<file path="src/rtl/mac_key_queue.sv">
// PS/2 key events to Mac 128K transition codes: translate, drop typematic
// repeats, queue the codes, and answer keyboard-link host commands.
module mac_key_queue #(
   parameter int         FIFO_DEPTH  = 8,
   parameter int         INQ_TIMEOUT = 6250000,
   parameter logic [7:0] MODEL_BYTE  = 8'h03
) (
   input  logic        clk,
   input  logic        rst_n,
   input  logic [10:0] ps2_key,
   input  logic        cmd_valid,
   input  logic [7:0]  cmd,
   output logic        resp_valid,
   output logic [7:0]  resp,
   output logic        busy,
   output logic        overrun
);
   localparam int AW = $clog2(FIFO_DEPTH);
   localparam int TW = (INQ_TIMEOUT > 1) ? $clog2(INQ_TIMEOUT) : 1;

   localparam logic [7:0] CMD_INQUIRY = 8'h10;
   localparam logic [7:0] CMD_INSTANT = 8'h14;
   localparam logic [7:0] CMD_MODEL   = 8'h16;
   localparam logic [7:0] CMD_TEST    = 8'h36;
   localparam logic [7:0] RESP_NULL   = 8'h7B;
   localparam logic [7:0] RESP_ACK    = 8'h7D;

   typedef enum logic [1:0] {H_IDLE, H_DECODE, H_WAIT, H_REPLY} state_t;

   // Returns {hit, keycode}; every Mac 128K keycode fits in six bits.
   function automatic logic [6:0] lookup(input logic [8:0] key);
      case (key)
         9'h01C:  lookup = {1'b1, 6'h00};
         9'h01B:  lookup = {1'b1, 6'h01};
         9'h023:  lookup = {1'b1, 6'h02};
         9'h02B:  lookup = {1'b1, 6'h03};
         9'h033:  lookup = {1'b1, 6'h04};
         9'h034:  lookup = {1'b1, 6'h05};
         9'h01A:  lookup = {1'b1, 6'h06};
         9'h022:  lookup = {1'b1, 6'h07};
         9'h021:  lookup = {1'b1, 6'h08};
         9'h02A:  lookup = {1'b1, 6'h09};
         9'h032:  lookup = {1'b1, 6'h0B};
         9'h015:  lookup = {1'b1, 6'h0C};
         9'h01D:  lookup = {1'b1, 6'h0D};
         9'h024:  lookup = {1'b1, 6'h0E};
         9'h02D:  lookup = {1'b1, 6'h0F};
         9'h05A:  lookup = {1'b1, 6'h24};
         9'h029:  lookup = {1'b1, 6'h31};
         9'h066:  lookup = {1'b1, 6'h33};
         9'h012:  lookup = {1'b1, 6'h38};
         9'h059:  lookup = {1'b1, 6'h38};
         9'h014:  lookup = {1'b1, 6'h3A};
         9'h11F:  lookup = {1'b1, 6'h37};
         default: lookup = 7'h00;
      endcase
   endfunction

   logic             vld_p1_q, vld_p1_d;
   logic             pressed_p1_q, pressed_p1_d;
   logic [8:0]       key_p1_q, key_p1_d;
   logic [6:0]       lut_p1;
   logic             vld_p2_q, vld_p2_d;
   logic             pressed_p2_q, pressed_p2_d;
   logic [5:0]       kc_p2_q, kc_p2_d;

   logic [63:0]      map_q, map_d;
   logic [AW:0]      wr_ptr_q, wr_ptr_d;
   logic [AW:0]      rd_ptr_q, rd_ptr_d;
   logic [7:0]       fifo_mem [FIFO_DEPTH];
   logic             overrun_q, overrun_d;
   logic             push_req, do_push, pop, clr, full, empty;
   logic [7:0]       push_byte, head;

   state_t           state_q, state_d;
   logic [TW-1:0]    timer_q, timer_d;
   logic [7:0]       cmd_q, cmd_d;
   logic [7:0]       resp_q, resp_d;
   logic             resp_valid_q, resp_valid_d;

   // p1: raw event capture; p2: registered table lookup
   always_comb begin
      vld_p1_d     = ps2_key[10];
      pressed_p1_d = ps2_key[9];
      key_p1_d     = ps2_key[8:0];
      lut_p1       = lookup(key_p1_q);
      vld_p2_d     = vld_p1_q & lut_p1[6];
      pressed_p2_d = pressed_p1_q;
      kc_p2_d      = lut_p1[5:0];
   end

   assign full      = (wr_ptr_q[AW] != rd_ptr_q[AW]) &&
                      (wr_ptr_q[AW-1:0] == rd_ptr_q[AW-1:0]);
   assign empty     = (wr_ptr_q == rd_ptr_q);
   assign head      = fifo_mem[rd_ptr_q[AW-1:0]];
   assign push_byte = {~pressed_p2_q, kc_p2_q, 1'b1};

   // p2: repeat filter and FIFO push; a Model clear overrides everything here
   always_comb begin
      push_req = 1'b0;
      map_d    = map_q;
      if (vld_p2_q && (pressed_p2_q != map_q[kc_p2_q])) begin
         push_req        = 1'b1;
         map_d[kc_p2_q]  = pressed_p2_q;
      end
      do_push   = push_req && !clr && (!full || pop);
      overrun_d = overrun_q | (push_req && !clr && full && !pop);
      wr_ptr_d  = do_push ? wr_ptr_q + (AW+1)'(1) : wr_ptr_q;
      rd_ptr_d  = pop ? rd_ptr_q + (AW+1)'(1) : rd_ptr_q;
      if (clr) begin
         map_d    = '0;
         wr_ptr_d = '0;
         rd_ptr_d = '0;
      end
   end

   always_comb begin
      state_d      = state_q;
      timer_d      = timer_q;
      cmd_d        = cmd_q;
      resp_d       = resp_q;
      resp_valid_d = 1'b0;
      pop          = 1'b0;
      clr          = 1'b0;
      case (state_q)
         H_IDLE: begin
            if (cmd_valid) begin
               cmd_d   = cmd;
               state_d = H_DECODE;
            end
         end
         H_DECODE: begin
            state_d      = H_REPLY;
            resp_valid_d = 1'b1;
            case (cmd_q)
               CMD_INQUIRY: begin
                  if (!empty) begin
                     pop    = 1'b1;
                     resp_d = head;
                  end else begin
                     timer_d      = '0;
                     state_d      = H_WAIT;
                     resp_valid_d = 1'b0;
                  end
               end
               CMD_INSTANT: begin
                  if (!empty) begin
                     pop    = 1'b1;
                     resp_d = head;
                  end else begin
                     resp_d = RESP_NULL;
                  end
               end
               CMD_MODEL: begin
                  resp_d = MODEL_BYTE;
                  clr    = 1'b1;
               end
               CMD_TEST: resp_d = RESP_ACK;
               default:  resp_d = RESP_NULL;
            endcase
         end
         H_WAIT: begin
            if (!empty) begin
               pop          = 1'b1;
               resp_d       = head;
               resp_valid_d = 1'b1;
               state_d      = H_REPLY;
            end else if (timer_q == TW'(INQ_TIMEOUT - 1)) begin
               resp_d       = RESP_NULL;
               resp_valid_d = 1'b1;
               state_d      = H_REPLY;
            end else begin
               timer_d = timer_q + TW'(1);
            end
         end
         H_REPLY: state_d = H_IDLE;
         default: state_d = H_IDLE;
      endcase
   end

   always_ff @(posedge clk or negedge rst_n) begin
      if (!rst_n) begin
         vld_p1_q  <= 1'b0;
         vld_p2_q  <= 1'b0;
         map_q     <= '0;
         wr_ptr_q  <= '0;
         rd_ptr_q  <= '0;
         overrun_q <= 1'b0;
      end else begin
         vld_p1_q  <= vld_p1_d;
         vld_p2_q  <= vld_p2_d;
         map_q     <= map_d;
         wr_ptr_q  <= wr_ptr_d;
         rd_ptr_q  <= rd_ptr_d;
         overrun_q <= overrun_d;
      end
   end

   always_ff @(posedge clk or negedge rst_n) begin
      if (!rst_n) begin
         state_q      <= H_IDLE;
         timer_q      <= '0;
         resp_q       <= 8'h00;
         resp_valid_q <= 1'b0;
      end else begin
         state_q      <= state_d;
         timer_q      <= timer_d;
         resp_q       <= resp_d;
         resp_valid_q <= resp_valid_d;
      end
   end

   always_ff @(posedge clk) begin
      key_p1_q     <= key_p1_d;
      pressed_p1_q <= pressed_p1_d;
      kc_p2_q      <= kc_p2_d;
      pressed_p2_q <= pressed_p2_d;
      cmd_q        <= cmd_d;
      if (do_push) begin
         fifo_mem[wr_ptr_q[AW-1:0]] <= push_byte;
      end
   end

   assign resp_valid = resp_valid_q;
   assign resp       = resp_q;
   assign busy       = (state_q != H_IDLE);
   assign overrun    = overrun_q;

endmodule

</file>
<file path="config.mk">
export PLATFORM = sky130hd
export DESIGN_NAME = mac_key_queue
export DESIGN_NICKNAME = d
export VERILOG_FILES = /design/src/rtl/mac_key_queue.sv
export SDC_FILE = /design/constraint.sdc
export NUM_CORES = 1
export LEC_CHECK = 0
export ABC_AREA = 0
export CAP_MARGIN = 15
export CORE_ASPECT_RATIO = 1.1
export CORE_MARGIN = 4
export CORE_UTILIZATION = 25
export CTS_CLUSTER_DIAMETER = 150
export DETAILED_ROUTE_END_ITERATION = 8
export HOLD_SLACK_MARGIN = 0.03
export PLACE_DENSITY_LB_ADDON = 0.08
export SYNTH_ARGS = -nofsm -noshare
export SYNTH_HDL_FRONTEND = slang
export SYNTH_SLANG_ARGS = --single-unit
</file>
<file path="constraint.sdc">
create_clock -name clk -period 4.3 [get_ports clk]
set_input_delay 1.075 -clock clk [delete_from_list [all_inputs] [get_ports clk]]
set_output_delay 1.075 -clock clk [all_outputs]
set_load 0.01 [all_outputs]
</file>
==> impl_metrics.json <==
{
  "clk_pin_slew_ps": 70,
  "dr.pass1.iters": 5,
  "crit_path_start_kind": "register",
  "cap_violations": 0,
  "regArea_mm2": 0.00499,
  "numCtsBuffers": 17,
  "p_total_uw": 4700,
  "fin_crit_sh_pct": 85.1,
  "hold_viol": 0,
  "ir_worst_vdd_mv": 0.276,
  "num_rows": 74,
  "ys_warn_count": 0,
  "synth.avg_cell_area_um2": 10.6,
  "holdPathStages": 0,
  "insertion_delay_ps": 440,
  "r2r_end": "fifo_mem[6][5]",
  "worstRegToRegCells": 8,
  "overflow": 0,
  "period_minus_slack_ps": 3660,
  "dieArea_mm2": 0.0415,
  "cts_buffer_depth": 2,
  "worst-setup-path-type": "reg2reg",
  "rsz0062_at_grt": "false",
  "synthXorXnorAreaFrac_pct": 2.20,
  "cts_hold_buf": 0,
  "worstMarginPinSlew_ps": 899,
  "nets": 943,
  "fmax_mhz": 273,
  "crit_path_end_kind": "register",
  "fp.dieH_um": 213,
  "min-delay-start": "pressed_p1_q",
  "crit_fanout": 27,
  "grt_start_max_net_pins": 90,
  "diodes": 0,
  "critPathRequiredTime_ps": 4440,
  "ys_types": 72,
  "coreArea_mm2": 0.0375,
  "status": "complete, no violations",
  "setup_tns_ps": 0,
  "placed_area_mm2": 0.0105,
  "cp_data_arrival_time_ps": 3800,
  "synth_fa_ha_area_share_pct": 0.915,
  "initial_core_util_pct": 25.5,
  "synth_top_area_share_pct": 28.5,
  "layout_commonest_cell": "nor2_1",
  "antenna_left": 0,
  "synth_enable_flop_cells": 64,
  "skew_ps": 11.5,
  "drc": 0,
  "min_path_type": "reg2reg",
  "synthTopCellsByArea": "dfrtp_1, edfxtp_1, mux4_2",
  "htree_levels": 4,
  "design_area_mm2": 0.0110,
  "synth_top_family_by_area": "simple AND/OR/NAND/NOR gates",
  "synthMuxAreaShare_pct": 9.75,
  "fp.dieW_um": 195,
  "grt_pass1_wl_um": 42200,
  "wl_um": 26300,
  "r2r_start": "kc_p2_q[0]",
  "wl_per_cell_um": 18.5,
  "finalMaxSlewViolations": 0,
  "io_pins": 33,
  "syn_nets": 928,
  "syn_area_mm2": 0.00957,
  "cts_root_buf": "clkbuf_16",
  "dp_slack_ps": 600,
  "multi_input_area_mm2": 0.00430,
  "synthCells": 899,
  "viasPerCell": 4.89,
  "portBuffers": 32,
  "synth-compound-area-share_pct": 13.2,
  "dp_hpwl_um": 17400,
  "leakage_uw": 0.00379,
  "worstHoldEndpoint": "pressed_p2_q",
  "synthArstFlopShare_pct": 57.4,
  "synth_simple_gate_area_share_pct": 18.7,
  "post_cts_resized": 0,
  "seq_area_frac_synth_pct": 52.1,
  "via_count": 6945,
  "synth_ff_type": "dfrtp_1",
  "yosysTopAreaCell": "dfrtp_1",
  "drt-initial-drc-count": 385,
  "antenna_found_initial": 0,
  "globalplace.congestion": 0.717,
  "postCtsSetupRepairBufs": 0,
  "drive_gt1_share_pct": 13.6,
  "synth_seq_cells": 190,
  "cts_tree": "built",
  "first_global_vias": 7046,
  "r2r_setup_slack_ps": 640,
  "relSlewSlack_pct": 40.1,
  "synthToLayoutAreaGrowth_pct": 15.3,
  "power_density_mw_per_mm2": 426,
  "fill_cells": 3883,
  "setup_slack_ps": 641,
  "finalSetupViolations": 0,
  "whs_ps": 377,
  "mostFrequentLayoutCells": "nor2_1, dfrtp_1, a21oi_1",
  "grtUsageTotal_pct": 12.9,
  "clock_sinks": 190
}
## layer usage
layer | share of wire [%] | track usage, % | vias to the layer above
li1 | - | - | 3374
met1 | 48 | 17.5 | 3467
met2 | 48 | 21.2 | 86
met3 | 2.6 | 2.43 | 18
met4 | 1.5 | 3.78 | 0
met5 | 0 | 0 | -
## cell usage after synthesis, types with 4 or more instances
cell type  number
o21ai_0        75
nor2b_1        15
inv_1          10
a21oi_1        84
dfrtp_1       109
nand2b_1       12
edfxtp_1       64
and2_1          9
clkbuf_1       51
nand3_1        21
nand4_1        12
ha_1            7
mux2i_1        10
nor4_1         20
dfxtp_1        17
and3_1          5
nor2_1        124
nor4_2          4
or3_1          14
mux2_2         14
a2111oi_0      17
or2_2           5
buf_2           5
xnor2_1         9
or4_1           4
nor3_1         27
nand2_1        36
a211oi_1        4
nand3b_1        4
xor2_1         15
mux4_2         30
## worst max-delay path by stage
stage | from | endpoint | slack (ps) | depth (start not counted)
2_1_floorplan | kc_p2_q[0] | fifo_mem[6][0] | 850 | 9
3_3_place_gp | kc_p2_q[0] | fifo_mem[6][3] | 700 | 8
3_5_place_dp | kc_p2_q[0] | fifo_mem[6][3] | 600 | 8
4_1_cts | kc_p2_q[0] | fifo_mem[6][2] | 560 | 8
5_1_grt | kc_p2_q[0] | fifo_mem[6][2] | 330 | 8
6_report | kc_p2_q[0] | fifo_mem[6][5] | 640 | 8
## through the flow
stage               cells  util (%)
global route         1421      29.4
CTS                  1421      29.4
detailed placement   1389      27.9
global placement     1389      27.9
floorplan             899         -
finish               1421      29.4
## cells by family (layout without fill, tap and decap cells)
| family | Yosys count | in the layout |
|---|---|---|
| adders and majority gates | 7 | 7 |
| buffers and inverters | 71 | 99 |
| muxes | 54 | 54 |
| DFF | 190 | 190 |
| AOI/OAI and AO/OA | 214 | 214 |
| xor gates and xnor gates | 24 | 24 |
| and+or+nand+nor | 339 | 339 |
## critical path: stages (launching register included)
cell	delay [ps]
dfxtp_2	840
mux4_2	600
mux2_2	300
o22a_1	220
nand3_1	170
a21oi_2	140
or3_1	560
nor4_1	290
buf_4	230
## area by class of cell
class	count	share of cell area, %
clock buffer	21	3.99
clock inverter	11	1.07
inverter	10	0.340
multi-input combinational	638	39.0
sequential	190	45.2
tap	494	5.60
timing repair buffer	57	4.81
## flip-flops by register name, indices dropped and copies added, names as in the netlist
name,count
cmd_q,8
fifo_mem,56
kc_p2_q,6
key_p1_q,9
map_q,64
overrun,1
pressed_p1_q,1
pressed_p2_q,1
rd_ptr_q,4
resp,8
resp_valid,1
state_q,2
timer_q,23
vld_p1_q,1
vld_p2_q,1
wr_ptr_q,4
## power breakdown
group | switching (uW) | internal [uW] | total (uW)
combinational | 544 | 487 | 1030
clock | 705 | 853 | 1560
sequential | 137 | 1980 | 2110
Note: power is estimated with default switching activity, not from simulation.
